==> src/rtl/grid_color_mapper.sv <==
// grid_color_mapper
//   Overlays a GRID_COLS x GRID_ROWS cell grid on the raster, highlights a
//   blinking cursor cell and merges a foreground glyph layer. Two-cycle
//   latency from DrawX/DrawY to Red/Green/Blue.
//
// Ports
//   pxl_clk                 pixel clock, all state on its rising edge
//   RESET                   asynchronous, active-low reset
//   blank                   1 = active video, 0 = blanking
//   act_pix                 foreground (glyph) pixel present
//   FGD_R/FGD_G/FGD_B       foreground colour
//   DrawX/DrawY             current pixel coordinate (DrawX steps by 1 per clock)
//   frame_start             one-cycle pulse at start of each frame
//   cursor_col/cursor_row   selected cell index
//   invert_mode             invert all visible output colours
//   cell_col/cell_row       cell index of the pixel (1-cycle latency)
//   in_cell                 pixel is inside a cell interior (1-cycle latency)
//   Red/Green/Blue          pixel colour (2-cycle latency)
module grid_color_mapper #(
    parameter int          GRID_X0      = 3,
    parameter int          GRID_Y0      = 80,
    parameter int          GRID_COLS    = 8,
    parameter int          GRID_ROWS    = 8,
    parameter int          CELL_W       = 48,
    parameter int          CELL_H       = 48,
    parameter int          LINE_W       = 2,
    parameter int          BLINK_FRAMES = 30,
    parameter logic [11:0] HL_RGB       = 12'hFF0
) (
    input  logic       pxl_clk,
    input  logic       RESET,
    input  logic       blank,
    input  logic       act_pix,
    input  logic [3:0] FGD_R,
    input  logic [3:0] FGD_G,
    input  logic [3:0] FGD_B,
    input  logic [9:0] DrawX,
    input  logic [9:0] DrawY,
    input  logic       frame_start,
    input  logic [7:0] cursor_col,
    input  logic [7:0] cursor_row,
    input  logic       invert_mode,
    output logic [7:0] cell_col,
    output logic [7:0] cell_row,
    output logic       in_cell,
    output logic [3:0] Red,
    output logic [3:0] Green,
    output logic [3:0] Blue
);

    localparam int PITCH_X = CELL_W + LINE_W;
    localparam int PITCH_Y = CELL_H + LINE_W;

    localparam logic [10:0] X_LO   = 11'(GRID_X0);
    localparam logic [10:0] X_EDGE = 11'(GRID_X0 + GRID_COLS * PITCH_X);
    localparam logic [10:0] X_HI   = 11'(GRID_X0 + GRID_COLS * PITCH_X + LINE_W);
    localparam logic [10:0] Y_LO   = 11'(GRID_Y0);
    localparam logic [10:0] Y_EDGE = 11'(GRID_Y0 + GRID_ROWS * PITCH_Y);
    localparam logic [10:0] Y_HI   = 11'(GRID_Y0 + GRID_ROWS * PITCH_Y + LINE_W);

    localparam logic [9:0] PX_LAST    = 10'(PITCH_X - 1);
    localparam logic [9:0] PY_LAST    = 10'(PITCH_Y - 1);
    localparam logic [9:0] LW         = 10'(LINE_W);
    localparam logic [7:0] N_COLS     = 8'(GRID_COLS);
    localparam logic [7:0] N_ROWS     = 8'(GRID_ROWS);
    localparam logic [7:0] BLINK_LAST = 8'(BLINK_FRAMES - 1);

    // Priority: blanking, grid line, glyph, cursor highlight, white background.
    // Inversion applies to everything except blanked pixels.
    function automatic logic [11:0] shade(input logic vis, input logic line,
                                          input logic fg_on, input logic hit,
                                          input logic blink, input logic [11:0] fgd,
                                          input logic inv);
        logic [11:0] c;
        if (line)
            c = 12'h000;
        else if (fg_on)
            c = fgd;
        else if (hit && blink)
            c = HL_RGB;
        else
            c = 12'hFFF;
        if (!vis)
            return 12'h000;
        return inv ? ~c : c;
    endfunction

    // Offset/index trackers hold the values of the most recent pixel seen;
    // the *_nxt values are those of the current DrawX/DrawY.
    logic [9:0]  x_off, y_off, x_off_nxt, y_off_nxt;
    logic [7:0]  col_idx, row_idx, col_nxt, row_nxt;
    logic [10:0] px, py;
    logic        in_x, in_y, in_ext, line_c, cell_c, hit_c;

    assign px   = {1'b0, DrawX};
    assign py   = {1'b0, DrawY};
    assign in_x = (px >= X_LO) && (px < X_HI);
    assign in_y = (py >= Y_LO) && (py < Y_HI);

    always_comb begin
        x_off_nxt = x_off;
        col_nxt   = col_idx;
        if (px == X_LO) begin
            x_off_nxt = '0;
            col_nxt   = '0;
        end else if (in_x) begin
            if (x_off == PX_LAST) begin
                x_off_nxt = '0;
                col_nxt   = col_idx + 8'd1;
            end else begin
                x_off_nxt = x_off + 10'd1;
            end
        end

        // Rows advance once per line, on the DrawX==0 pixel.
        y_off_nxt = y_off;
        row_nxt   = row_idx;
        if (DrawX == 10'd0) begin
            if (py == Y_LO) begin
                y_off_nxt = '0;
                row_nxt   = '0;
            end else if (in_y) begin
                if (y_off == PY_LAST) begin
                    y_off_nxt = '0;
                    row_nxt   = row_idx + 8'd1;
                end else begin
                    y_off_nxt = y_off + 10'd1;
                end
            end
        end
    end

    // The closing right/bottom edge also reads as a short offset after the
    // final wrap; the explicit edge compare keeps it a line regardless.
    assign in_ext = in_x && in_y;
    assign line_c = in_ext && ((x_off_nxt < LW) || (y_off_nxt < LW) ||
                               (px >= X_EDGE) || (py >= Y_EDGE));
    assign cell_c = in_ext && !line_c;
    assign hit_c  = cell_c && (cursor_col < N_COLS) && (cursor_row < N_ROWS) &&
                    (col_nxt == cursor_col) && (row_nxt == cursor_row);

    always_ff @(posedge pxl_clk or negedge RESET) begin
        if (!RESET) begin
            x_off   <= '0;
            y_off   <= '0;
            col_idx <= '0;
            row_idx <= '0;
        end else begin
            x_off   <= x_off_nxt;
            y_off   <= y_off_nxt;
            col_idx <= col_nxt;
            row_idx <= row_nxt;
        end
    end

    // ---- stage 1: grid position, with pixel attributes aligned to it ----
    logic        line_p1, hit_p1, blank_p1, act_p1, inv_p1;
    logic [11:0] fgd_p1;

    always_ff @(posedge pxl_clk or negedge RESET) begin
        if (!RESET) begin
            line_p1  <= 1'b0;
            in_cell  <= 1'b0;
            cell_col <= '0;
            cell_row <= '0;
            hit_p1   <= 1'b0;
            blank_p1 <= 1'b0;
            act_p1   <= 1'b0;
            fgd_p1   <= '0;
            inv_p1   <= 1'b0;
        end else begin
            line_p1  <= line_c;
            in_cell  <= cell_c;
            cell_col <= in_ext ? col_nxt : 8'd0;
            cell_row <= in_ext ? row_nxt : 8'd0;
            hit_p1   <= hit_c;
            blank_p1 <= blank;
            act_p1   <= act_pix;
            fgd_p1   <= {FGD_R, FGD_G, FGD_B};
            inv_p1   <= invert_mode;
        end
    end

    // Cursor blink: phase flips every BLINK_FRAMES frame_start pulses.
    logic [7:0] frame_cnt;
    logic       blink_on;

    always_ff @(posedge pxl_clk or negedge RESET) begin
        if (!RESET) begin
            frame_cnt <= '0;
            blink_on  <= 1'b1;
        end else if (frame_start) begin
            if (frame_cnt == BLINK_LAST) begin
                frame_cnt <= '0;
                blink_on  <= ~blink_on;
            end else begin
                frame_cnt <= frame_cnt + 8'd1;
            end
        end
    end

    // ---- stage 2: colour output ----
    always_ff @(posedge pxl_clk or negedge RESET) begin
        if (!RESET) begin
            Red   <= '0;
            Green <= '0;
            Blue  <= '0;
        end else begin
            {Red, Green, Blue} <= shade(blank_p1, line_p1, act_p1, hit_p1,
                                        blink_on, fgd_p1, inv_p1);
        end
    end

endmodule
==> config.mk <==
export PLATFORM = sky130hd
export DESIGN_NAME = grid_color_mapper
export DESIGN_NICKNAME = d
export VERILOG_FILES = /design/src/rtl/grid_color_mapper.sv
export SDC_FILE = /design/constraint.sdc
export NUM_CORES = 1
export LEC_CHECK = 0
export ABC_AREA = 1
export BUFFER_PORTS_ARGS = -buffer_cell sky130_fd_sc_hd__buf_4
export CAP_MARGIN = 20
export CORE_ASPECT_RATIO = 1.4
export CORE_MARGIN = 2
export CORE_UTILIZATION = 60
export CTS_CLUSTER_DIAMETER = 60
export DETAILED_ROUTE_END_ITERATION = 6
export PLACE_DENSITY = 0.89
export SETUP_SLACK_MARGIN = 0.15
export SYNTH_ARGS = -nofsm -noshare
export SYNTH_HDL_FRONTEND = slang
export SYNTH_SLANG_ARGS = --single-unit
==> constraint.sdc <==
create_clock -name pxl_clk -period 6.05 [get_ports pxl_clk]
set_clock_uncertainty 0.15 [all_clocks]
set_input_delay 1.815 -clock pxl_clk [delete_from_list [all_inputs] [get_ports pxl_clk]]
set_output_delay 1.815 -clock pxl_clk [all_outputs]
set_load 0.05 [all_outputs]
==> results of run 1 <==
==> kinds of logic after synthesis <==
kind of cell / count (synthesis) / synth area share
buffers and inverters: 141 / 0.1096
adder cells (fa/ha/maj): 8 / 0.01915
AO/OA/AOI/OAI: 75 / 0.07899
XOR/XNOR: 14 / 0.02346
flip-flops: 91 / 0.4359
AND/OR/NAND/NOR: 372 / 0.3329
==> per-layer routing <==
metal  track usage  vias to the layer above  part of all wire
met5             0                        -                 0
met4        0.1705                        0             0.047
met3       0.06705                       53             0.053
met2        0.5489                      189              0.54
met1        0.3205                     2310              0.36
li1              -                     2371                 -
==> how the worst min path moves through the flow <==
stage,start,endpoint,slack (ns),cells after the start
6_report,frame_cnt[7]$_DFFE_PN0P_,frame_cnt[7]$_DFFE_PN0P_,0.32,1
5_1_grt,frame_cnt[7]$_DFFE_PN0P_,frame_cnt[7]$_DFFE_PN0P_,0.35,1
4_1_cts,frame_cnt[7]$_DFFE_PN0P_,frame_cnt[7]$_DFFE_PN0P_,0.32,1
3_5_place_dp,frame_cnt[7]$_DFFE_PN0P_,frame_cnt[7]$_DFFE_PN0P_,0.31,1
3_3_place_gp,frame_cnt[7]$_DFFE_PN0P_,frame_cnt[7]$_DFFE_PN0P_,0.31,1
2_1_floorplan,frame_cnt[7]$_DFFE_PN0P_,frame_cnt[7]$_DFFE_PN0P_,0.29,1
==> sequential cells by signal (all words and copies together), names as in the netlist <==
signal and cells:
fgd_p1 12, x_off 10, y_off 10, cell_col 8
cell_row 8, col_idx 8, frame_cnt 8, row_idx 8
Blue 4, Green 4, Red 4, act_p1 1
blank_p1 1, blink_on 1, hit_p1 1, in_cell 1
inv_p1 1, line_p1 1
==> cells in the final DEF (no fill, tap or decap), types with 2 or more instances in the layout <==
cell	Yosys	routed
o21bai_1	2	2
nor4_1	3	3
nand2_1	166	166
clkinv_1	2	2
inv_1	120	120
nand2_2	7	7
a21o_1	2	2
a21oi_1	16	16
clkinv_4	0	2
o21ai_1	4	4
nor3_1	9	9
clkbuf_16	0	9
nor2_1	75	75
buf_4	2	83
xor2_1	12	12
inv_2	5	5
nand3_1	51	51
inv_6	0	2
nor2_2	12	12
xnor2_1	2	2
o21ai_2	2	2
dfrtp_1	90	90
nand4_1	24	24
nand3b_1	4	4
o21ai_0	42	42
nand3_2	12	12
bufinv_16	0	2
ha_1	8	8
nor2_4	4	4
==> area by class of cell <==
type / count / area, µm² / share of cell area
flip-flops and latches: 91 / 2278 / 0.3660
clock inverters: 6 / 95.09 / 0.01527
multi-input cells: 469 / 2376 / 0.3816
inverters: 128 / 483.0 / 0.07757
clock buffers: 10 / 239.0 / 0.03838
well taps: 105 / 131.4 / 0.02110
repair buffers: 83 / 623.1 / 0.1001
==> through the flow <==
stage,utilization,power [W],instance area [µm²],hold WS [ns]
after global placement,0.6925,0.001192,5892,0.3131
after detailed placement,0.6925,0.001212,5892,0.3149
after global routing,0.7318,0.001948,6226,0.3504
after floorplan,-,0.001074,5228,0.2916
after CTS,0.7318,0.001844,6226,0.3244
final,0.7318,0.001849,6226,0.3188
==> power groups by stage <==
stage	logic [W]	clock network (W)	registers (W)
2_1_floorplan	0.000278	0	0.000796
3_3_place_gp	0.000427	0	0.000765
3_5_place_dp	0.000442	0	0.000770
4_1_cts	0.000455	0.000629	0.000761
5_1_grt	0.000518	0.000658	0.000772
6_report	0.000461	0.000627	0.000762
==> worst reg2reg max path, cell delays in order (launching register included) <==
cell and delay (ns):
dfrtp_1 0.48, ha_1 0.21, inv_1 0.05, nor2_1 0.09, nand3_1 0.09, nor2_2 0.38
nand2_1 0.12, nand2_1 0.09, nand2_1 0.08, nand3_2 0.13, nand2_1 0.07, nand2_1 0.06
nand2_1 0.05, nor2_1 0.10, nand2_1 0.07, nor2_2 0.09, nand3_1 0.08, nor2_2 0.09
==> run_results.csv, run 1 <==
group,metric,value,unit
placement,globalplace.congestion,1.011,
drt,via_per_inst,5.519,
timing,finalSetupViolCount,0,
yosys,ys_warn_count,0,
power,p_per_area,297.1,nW/µm²
run_status,status,"finished with violations",
floorplan,rows,40,
drt,dr.first_iter.drc_count,426,
grt,grt_max_degree,49,
setup_path,cp.depth,16,
placement,io_buffer_count,82,
timing,period_minus_slack,3.814,ns
timing,setup_ws,2.236,ns
setup_path,crit_buf_inv,1,
setup_path,critical_path_class,"in2reg",
yosys,post-synth-top-area-fraction,0.4308,
timing,rsz0062_at_grt,"false",
cts,post_cts_resized,0,
timing,hold_viol,0,
setup_path,endpoint,"hit_p1$_DFF_PN0_",
yosys,synth_edf_count,0,
setup_path,rr_startpoint,"x_off[0]$_DFFE_PN0P_",
layout,area_growth,19.10,%
flow_run,cap_violations,0,
floorplan,num_io_pins,83,
yosys,async_reset_ff_frac,1.000,
cts,hold_buffers,0,
yosys,synthTopCellsByCount,"nand2_1, inv_1, dfrtp_1",
min_path,hold_path_class,"reg2reg",
setup_path,max_stage_delay,0.67,ns
yosys,synthTopCellsByArea,"dfrtp_1, nand2_1, inv_1",
timing,worstMarginPinSlew,0.8600,ns
setup_path,reg2reg_to,"hit_p1$_DFF_PN0_",
power,power_switching,0.0006223,W
drt,wl_per_cell,15.08,µm
cts,cts_root_buf,"clkbuf_16",
timing,clock.fmax,262.2,MHz
cts,clk_pin_slew,0.06,ns
setup_path,path_delay_family,"simple AND/OR/NAND/NOR gates",
cts,htreeDepth,3,
power,clkPwrFrac,0.339,
cts,cts_buffer_depth,2,
yosys,mappedNetlistArea,5228,µm²
setup_path,path_cells,"buf_4 > nor2_2 > nand2_1 > nand2_1 > nor2_1 > nor2_2 > nand2_1 > nand3_2 > nand2_1 > nand2_1 > nand2_1 > nor2_1 > nand2_1 > nor2_2 > nand3_1 > nor2_2",
yosys,syn_avg_cell_area,7.457,µm²
grt,grt-ovfl-total,0,
setup_path,slowest_stage,"nor2_2",
drt,wirelength,13450,µm
yosys,syn-instance-count,701,
timing,finalMaxSlewViolations,0,
drt,vias,4923,
grt,grtUsageTotal,0.3013,
placement,place_ws,1.919,ns
grt,grt_pass1_wl,22950,µm
floorplan,core_area,8508,µm²
setup_path,cp_data_required_time,6.18,ns
cts,clock_latency,0.35,ns
yosys,yosysTopAreaCell,"dfrtp_1",
power,power.leakage,3.417,nW
power,power_frac_seq,0.412,
floorplan,die_h,114.4,µm
floorplan,start_util,0.6144,
drt,ant_nets,0,
timing,fin_tns_setup,0,ns
power,comb_power_share,0.249,
cts,numCtsBuffers,9,
floorplan,die_area,9485,µm²
drt,firstDrtPassIters,7,
yosys,synth_cell_types,42,
layout,drive_gt1_frac,0.1893,
drt,drc_errors,9,
layout,final_cells,892,
timing,fin_crit_sh,0.6304,
setup_path,critPathCaptureType,"flip-flop",
placement,dp.cells,876,
yosys,synth_ff_type,"dfrtp_1",
yosys,synth.net_count,763,
grt,grt_pass1_vias,5127,
floorplan,die_x,82.89,µm
layout,fin_nets,844,
setup_path,startpoint,"DrawX[5]",
setup_path,reg2reg_depth,17,
yosys,seq_area_frac_synth,0.4359,
setup_path,cpMostUsedCell,"nand2_1",
yosys,ys_ff_latch,91,
cts,cts_setup_buffers,0,
cts,cts_tree,"built",
layout,diodes,0,
yosys,yosysMostFrequentCell,"nand2_1",
setup_path,worst-r2r-setup-slack,3.51,ns
setup_path,crit_fanout,21,
power,p_sw_frac,0.3365,
grt,antenna_found_initial,0,
run_status,violations,"DRC",
power,intPower,0.001227,W
cts,cts_sinks,91,
power,vdd_drop_max,0.2694,mV
timing,max_slew_margin,0.4261,
layout,fill_cells,649,
placement,place_hpwl,9792,µm
setup_path,arrival,3.95,ns
setup_path,start_kind,"input pin",
Power figures use the tool's default switching activity.
==> inputs of run 2 (changes only) <==
--- a/config.mk
+++ b/config.mk
@@ -5,15 +5,15 @@
 export SDC_FILE = /design/constraint.sdc
 export NUM_CORES = 1
 export LEC_CHECK = 0
-export ABC_AREA = 1
+export ABC_AREA = 0
 export BUFFER_PORTS_ARGS = -buffer_cell sky130_fd_sc_hd__buf_4
 export CAP_MARGIN = 20
 export CORE_ASPECT_RATIO = 1.4
 export CORE_MARGIN = 2
-export CORE_UTILIZATION = 60
+export CORE_UTILIZATION = 56
 export CTS_CLUSTER_DIAMETER = 60
 export DETAILED_ROUTE_END_ITERATION = 6
-export PLACE_DENSITY = 0.89
+export PLACE_DENSITY = 0.85
 export SETUP_SLACK_MARGIN = 0.15
 export SYNTH_ARGS = -nofsm -noshare
 export SYNTH_HDL_FRONTEND = slang
==> constraint.sdc (replaced) <==
create_clock -name pxl_clk -period 3.6 [get_ports pxl_clk]
set_clock_uncertainty 0.15 [all_clocks]
set_input_delay 1.08 -clock pxl_clk [delete_from_list [all_inputs] [get_ports pxl_clk]]
set_output_delay 1.08 -clock pxl_clk [all_outputs]
set_load 0.05 [all_outputs]
==> run 2 against run 1 <==
The run now ends clean. Register-to-register slack got worse by 3.0 ns. Sequential share of layout area is 2.2 points higher. Clock power up 52%. Clock-buffer cell count fell by 1. Synthesized area fell by 10%. Critical path type unchanged. Largest power group unchanged.
==> run_results.csv, run 2 <==
group,metric,value,unit
run_status,status,"finished clean",
yosys,synth_top_family_by_area,"simple AND/OR/NAND/NOR gates",
floorplan,num_io_pins,83,
layout,fin_nets,630,
setup_path,cp_data_required_time,3.71,ns
yosys,post-synth-top-area-fraction,0.4792,
power,power.leakage,2.725,nW
yosys,ys_warn_count,0,
yosys,yosys-mux-area-fraction,0.02130,
drt,vias,3875,
layout,largest_register_ffs,12,
floorplan,rows,39,
placement,io_buffer_count,82,
layout,diodes,0,
yosys,synthTopCellsByArea,"dfrtp_1, xor2_1, xnor2_1",
yosys,mappedNetlistArea,4700,µm²
yosys,seq_area_frac_synth,0.4848,
timing,finalSetupViolCount,0,
yosys,synth.net_count,529,
placement,place_hpwl,8311,µm
timing,hold_viol,0,
layout,area_growth,24.87,%
layout,final_common_cell,"buf_4",
floorplan,start_util,0.5767,
yosys,ys_ff_latch,91,
setup_path,arrival,3.40,ns
yosys,yosys.area_share.simple,0.2492,
yosys,synth_compound_area_frac,0.09558,
yosys,synth_edf_count,0,
timing,clock.fmax,304.1,MHz
layout,final_cell_mix,"buf_4, dfrtp_1, nor2_1",
setup_path,crit_fanout,7,
cts,clk_pin_slew,0.06,ns
yosys,synth_cell_types,58,
drt,dr.first_iter.drc_count,203,
yosys,syn_avg_cell_area,10.06,µm²
yosys,yosysTopAreaCell,"dfrtp_1",
layout,multi_input_area,2258,µm²
grt,grt_max_degree,55,
setup_path,cpMostUsedCell,"buf_4",
grt,grtUsageTotal,0.2620,
setup_path,max_stage_delay,0.36,ns
layout,final_cells,675,
drt,wirelength,11140,µm
layout,register_area,2278,µm²
grt,grt_pass1_wl,18220,µm
drt,via_per_inst,5.741,
yosys,synth_fa_ha_area_frac,0.02130,
timing,finalMaxSlewViolations,0,
cts,clock_latency,0.35,ns
power,p_per_area,464.4,nW/µm²
grt,grt-ovfl-total,0,
drt,ant_nets,0,
cts,hold_buffers,0,
placement,dp.cells,659,
layout,reg.largest.list,"fgd_p1 x12, x_off x10, y_off x10",
floorplan,die_h,112.4,µm
yosys,async_reset_ff_frac,1.000,
layout,top_register,"fgd_p1",
yosys,synthTopCellsByCount,"dfrtp_1, nor2_1, xor2_1",
layout,fin_util,0.7201,
timing,period_minus_slack,3.288,ns
flow_run,cap_violations,0,
grt,grt_pass1_vias,3878,
floorplan,die_area,9151,µm²
power,vdd_drop_max,0.3420,mV
min_path,hold_path_class,"reg2reg",
floorplan,die_x,81.42,µm
cts,cts_tree,"built",
placement,globalplace.congestion,0.9162,
cts,cts_sinks,91,
yosys,yosysMostFrequentCell,"dfrtp_1",
grt,antenna_found_initial,0,
cts,cts_setup_buffers,0,
timing,hold_slack,0.3194,ns
setup_path,start_kind,"input pin",
timing,rsz0062_at_grt,"false",
drt,wl_met3,491,µm
setup_path,slowest_stage,"o221ai_2",
timing,fin_crit_sh,0.9134,
setup_path,critical_path_class,"in2reg",
drt,dr.max_layer_used,"met4",
setup_path,critPathCaptureType,"flip-flop",
floorplan,core_area,8149,µm²
drt,wl_per_cell,16.51,µm
yosys,synth_ff_type,"dfrtp_1",
drt,wl_met1,4415,µm
cts,numCtsBuffers,9,
layout,fill_cells,564,
timing,worstMarginPinSlew,0.6858,ns
layout,drive_gt1_frac,0.2548,
cts,cts_root_buf,"clkbuf_16",
timing,max_slew_margin,0.5428,
yosys,synth-xor-area-share,0.09318,
drt,firstDrtPassIters,4,
cts,post_cts_resized,0,
drt,wl_met2,5761,µm
drt,drc_errors,0,
cts,htreeDepth,3,
yosys,syn-instance-count,467,
cts,cts_buffer_depth,2,
setup_path,path_cells,"buf_4 > or2_2 > o221ai_2 > buf_4 > a21o_1 > a21oi_1 > o21ai_0 > nor4_1 > buf_4 > a211o_1 > nor4_2",
==> run 2: path summary, 6_finish.rpt <==
path,start,endpoint,slack [ns],depth (start not counted)
min in group asynchronous,RESET,frame_cnt[1]$_DFFE_PN0P_,0.62,1
min,frame_cnt[7]$_DFFE_PN0P_,frame_cnt[7]$_DFFE_PN0P_,0.32,1
max reg2reg,y_off[1]$_DFF_PN0_,hit_p1$_DFF_PN0_,0.51,10
max in group asynchronous,RESET,col_idx[4]$_DFF_PN0_,2.02,2
min reg2reg,frame_cnt[7]$_DFFE_PN0P_,frame_cnt[7]$_DFFE_PN0P_,0.32,1
max,DrawY[8],hit_p1$_DFF_PN0_,0.31,11
==> run 2: area by class of cell <==
type	count	area share
Timing Repair Buffer	106	0.1377
Multi-Input combinational cell	335	0.3849
Inverter	25	0.01599
Tap cell	102	0.02175
Sequential cell	91	0.3883
Clock buffer	9	0.03838
Clock inverter	7	0.01301
==> run 2: metal layers <==
metal	up-vias	GRT usage
li1	1846	-
met1	1879	0.3135
met2	117	0.4372
met3	33	0.02974
met4	0	0.1695
met5	-	0
==> run 2: kinds of logic after synthesis <==
| logic type | Yosys count |
|---|---|
| muxes | 10 |
| buffers and inverters | 41 |
| adders and majority gates | 8 |
| DFF | 91 |
| and+or+nand+nor | 200 |
| AOI/OAI and AO/OA | 67 |
| xor gates and xnor gates | 50 |
==> run 2: critical path, delay by kind of cell <==
| family | cells | cell delay (ns) |
|---|---|---|
| AND/OR/NAND/NOR | 3 | 0.71 |
| AO/OA/AOI/OAI | 5 | 1.12 |
| buffers and inverters | 3 | 0.47 |
==> run 2: power by group <==
group,internal [W],switching (W),total (W)
registers,0.00113,0.000130,0.00126
logic,0.000240,0.000277,0.000517
clock network,0.000541,0.000411,0.000952
total,0.00191,0.000818,0.00273
==> run 2: metrics by stage <==
step           cell area [µm²]  total power (W)  setup WS (ns)  setup TNS, ns
2_1_floorplan             4700         0.001599         0.2985              0
3_3_place_gp              5567         0.001761        0.01958              0
3_5_place_dp              5567         0.001784       -0.02412       -0.02412
4_1_cts                   5868         0.002738         0.3333              0
5_1_grt                   5868         0.002852         0.1810              0
6_report                  5868         0.002725         0.3118              0
==> inputs of run 3 (changes only) <==
--- a/config.mk
+++ b/config.mk
@@ -14,6 +14,7 @@
 export CTS_CLUSTER_DIAMETER = 60
 export DETAILED_ROUTE_END_ITERATION = 6
 export PLACE_DENSITY = 0.85
+export REMOVE_ABC_BUFFERS = 1
 export SETUP_SLACK_MARGIN = 0.15
 export SYNTH_ARGS = -nofsm -noshare
 export SYNTH_HDL_FRONTEND = slang
==> run 3 against run 2 <==
Clock power barely moved. Register-to-register slack lost 0.04 ns. Via count rose by 5.1%. Combinational power increased by 4.8%. Global-route usage grew 0.48 points. Largest power group unchanged.
==> run_results.csv, run 3 (synthesis gave the netlist of run 2 again) <==
group,metric,value,unit
floorplan,core_area,8149,µm²
floorplan,start_util,0.5767,
setup_path,rr_startpoint,"x_off[1]$_DFF_PN0_",
layout,drive_gt1_frac,0.2906,
floorplan,die_x,81.42,µm
timing,max_slew_margin,0.5817,
layout,fin_nets,642,
cts,cts_root_buf,"clkbuf_16",
timing,finalSetupViolCount,0,
power,total_power,0.002750,W
drt,wl_met2,6179,µm
drt,wl_per_cell,17.31,µm
placement,io_buffer_count,82,
grt,grt_pass1_wl,18710,µm
drt,dr.first_iter.drc_count,323,
cts,clk_pin_slew,0.06,ns
drt,firstDrtPassIters,5,
timing,period_minus_slack,3.398,ns
setup_path,start_kind,"input pin",
drt,wl_met1,4554,µm
layout,top_register,"fgd_p1",
drt,drc_errors,0,
layout,reg.largest.list,"fgd_p1 x12, x_off x10, y_off x10",
placement,dp.cells,662,
placement,place_hpwl,8529,µm
timing,worstMarginPinSlew,0.6221,ns
grt,grt-ovfl-total,0,
cts,numCtsBuffers,9,
power,power.leakage,2.815,nW
layout,fin_util,0.7503,
timing,fin_crit_sh,0.9440,
drt,ant_nets,0,
cts,htreeDepth,3,
timing,hold_slack,0.3375,ns
floorplan,rows,39,
timing,rsz0062_at_grt,"false",
floorplan,num_io_pins,83,
setup_path,cp_data_required_time,3.70,ns
layout,final_cells,687,
cts,cts_buffer_depth,2,
timing,clock.fmax,294.3,MHz
layout,largest_register_ffs,12,
layout,final_cell_mix,"buf_4, dfrtp_1, nor2_1",
power,p_per_area,449.7,nW/µm²
drt,dr.max_layer_used,"met4",
layout,final_common_cell,"buf_4",
setup_path,critical_path_class,"in2reg",
timing,hold_viol,0,
grt,grt_max_degree,47,
power,vdd_drop_max,0.4112,mV
grt,grtUsageTotal,0.2669,
run_status,status,"finished clean",
cts,cts_tree,"built",
drt,via_per_inst,5.927,
cts,hold_buffers,0,
grt,antenna_found_initial,0,
flow_run,cap_violations,0,
drt,wl_met3,751,µm
floorplan,die_area,9151,µm²
grt,grt_pass1_vias,3882,
setup_path,startpoint,"DrawX[7]",
setup_path,crit_fanout,3,
min_path,hold_path.startpoint,"frame_cnt[7]$_DFFE_PN0P_",
layout,diodes,0,
cts,clock_latency,0.35,ns
layout,area_growth,30.11,%
setup_path,arrival,3.50,ns
timing,finalMaxSlewViolations,0,
setup_path,critPathCaptureType,"flip-flop",
drt,wirelength,11890,µm
placement,globalplace.congestion,0.9022,
drt,vias,4072,
floorplan,die_h,112.4,µm
min_path,hold_path_class,"reg2reg",
cts,cts_sinks,91,
==> run 3: power breakdown <==
part / internal (W) / switching (W) / total (W)
sequential: 0.00113 / 0.000131 / 0.00126
clock: 0.000541 / 0.000410 / 0.000951
combinational: 0.000249 / 0.000293 / 0.000542
==> run 3: per-layer routing <==
metal  up-vias  track usage
li1       1861            -
met1      2008       0.3294
met2       166       0.4514
met3        37      0.04743
met4         0       0.1141
met5         -            0
==> run 3: repair_timing <==
item | in CTS | in global routing
resized for setup | 1 | 26
pin swaps | 0 | 12
setup endpoints to repair | 1 | 1
buffers inserted | 0 | 9
==> run 3: worst paths after layout <==
kind                                                  to  slack (ns)  cells after the start
worst max-delay path                    hit_p1$_DFF_PN0_        0.20                      9
max in group asynchronous           row_idx[0]$_DFF_PN0_        2.01                      2
worst max register to register          hit_p1$_DFF_PN0_        0.47                     10
min in group asynchronous       frame_cnt[7]$_DFFE_PN0P_        0.57                      1
worst min-delay path            frame_cnt[7]$_DFFE_PN0P_        0.34                      1
worst min register to register  frame_cnt[7]$_DFFE_PN0P_        0.34                      1
==> run 3: per-stage QoR <==
| stage | instance area (µm²) | setup TNS (ns) | setup WS, ns |
|---|---|---|---|
| final | 6115 | 0 | 0.2016 |
| after global routing | 6115 | 0 | 0.1335 |
| after CTS | 5879 | 0 | 0.1647 |
| after detailed placement | 5577 | -0.2844 | -0.2844 |
| after global placement | 5577 | -0.2246 | -0.2246 |
| after floorplan | 4631 | 0 | 0.1862 |
==> run 3: final cells by class <==
cell class                 instances  area (µm²)
sequential                        91        2278
fill                             546        2034
multi-input combinational        335        2416
inverter                          25       93.84
clock inverter                     7       76.32
clock buffer                       9       225.2
timing repair buffer             118       897.1
tap                              102       127.6
==> run 3: worst max-delay path, cell delays in order <==
cell and delay, ns:
buf_4 0.14, or4_4 0.54, nor3_4 0.35, buf_6 0.17, nor4_4 0.05, or2_1 0.24, a211o_1 0.30, a211o_1 0.32
nor4_2 0.30
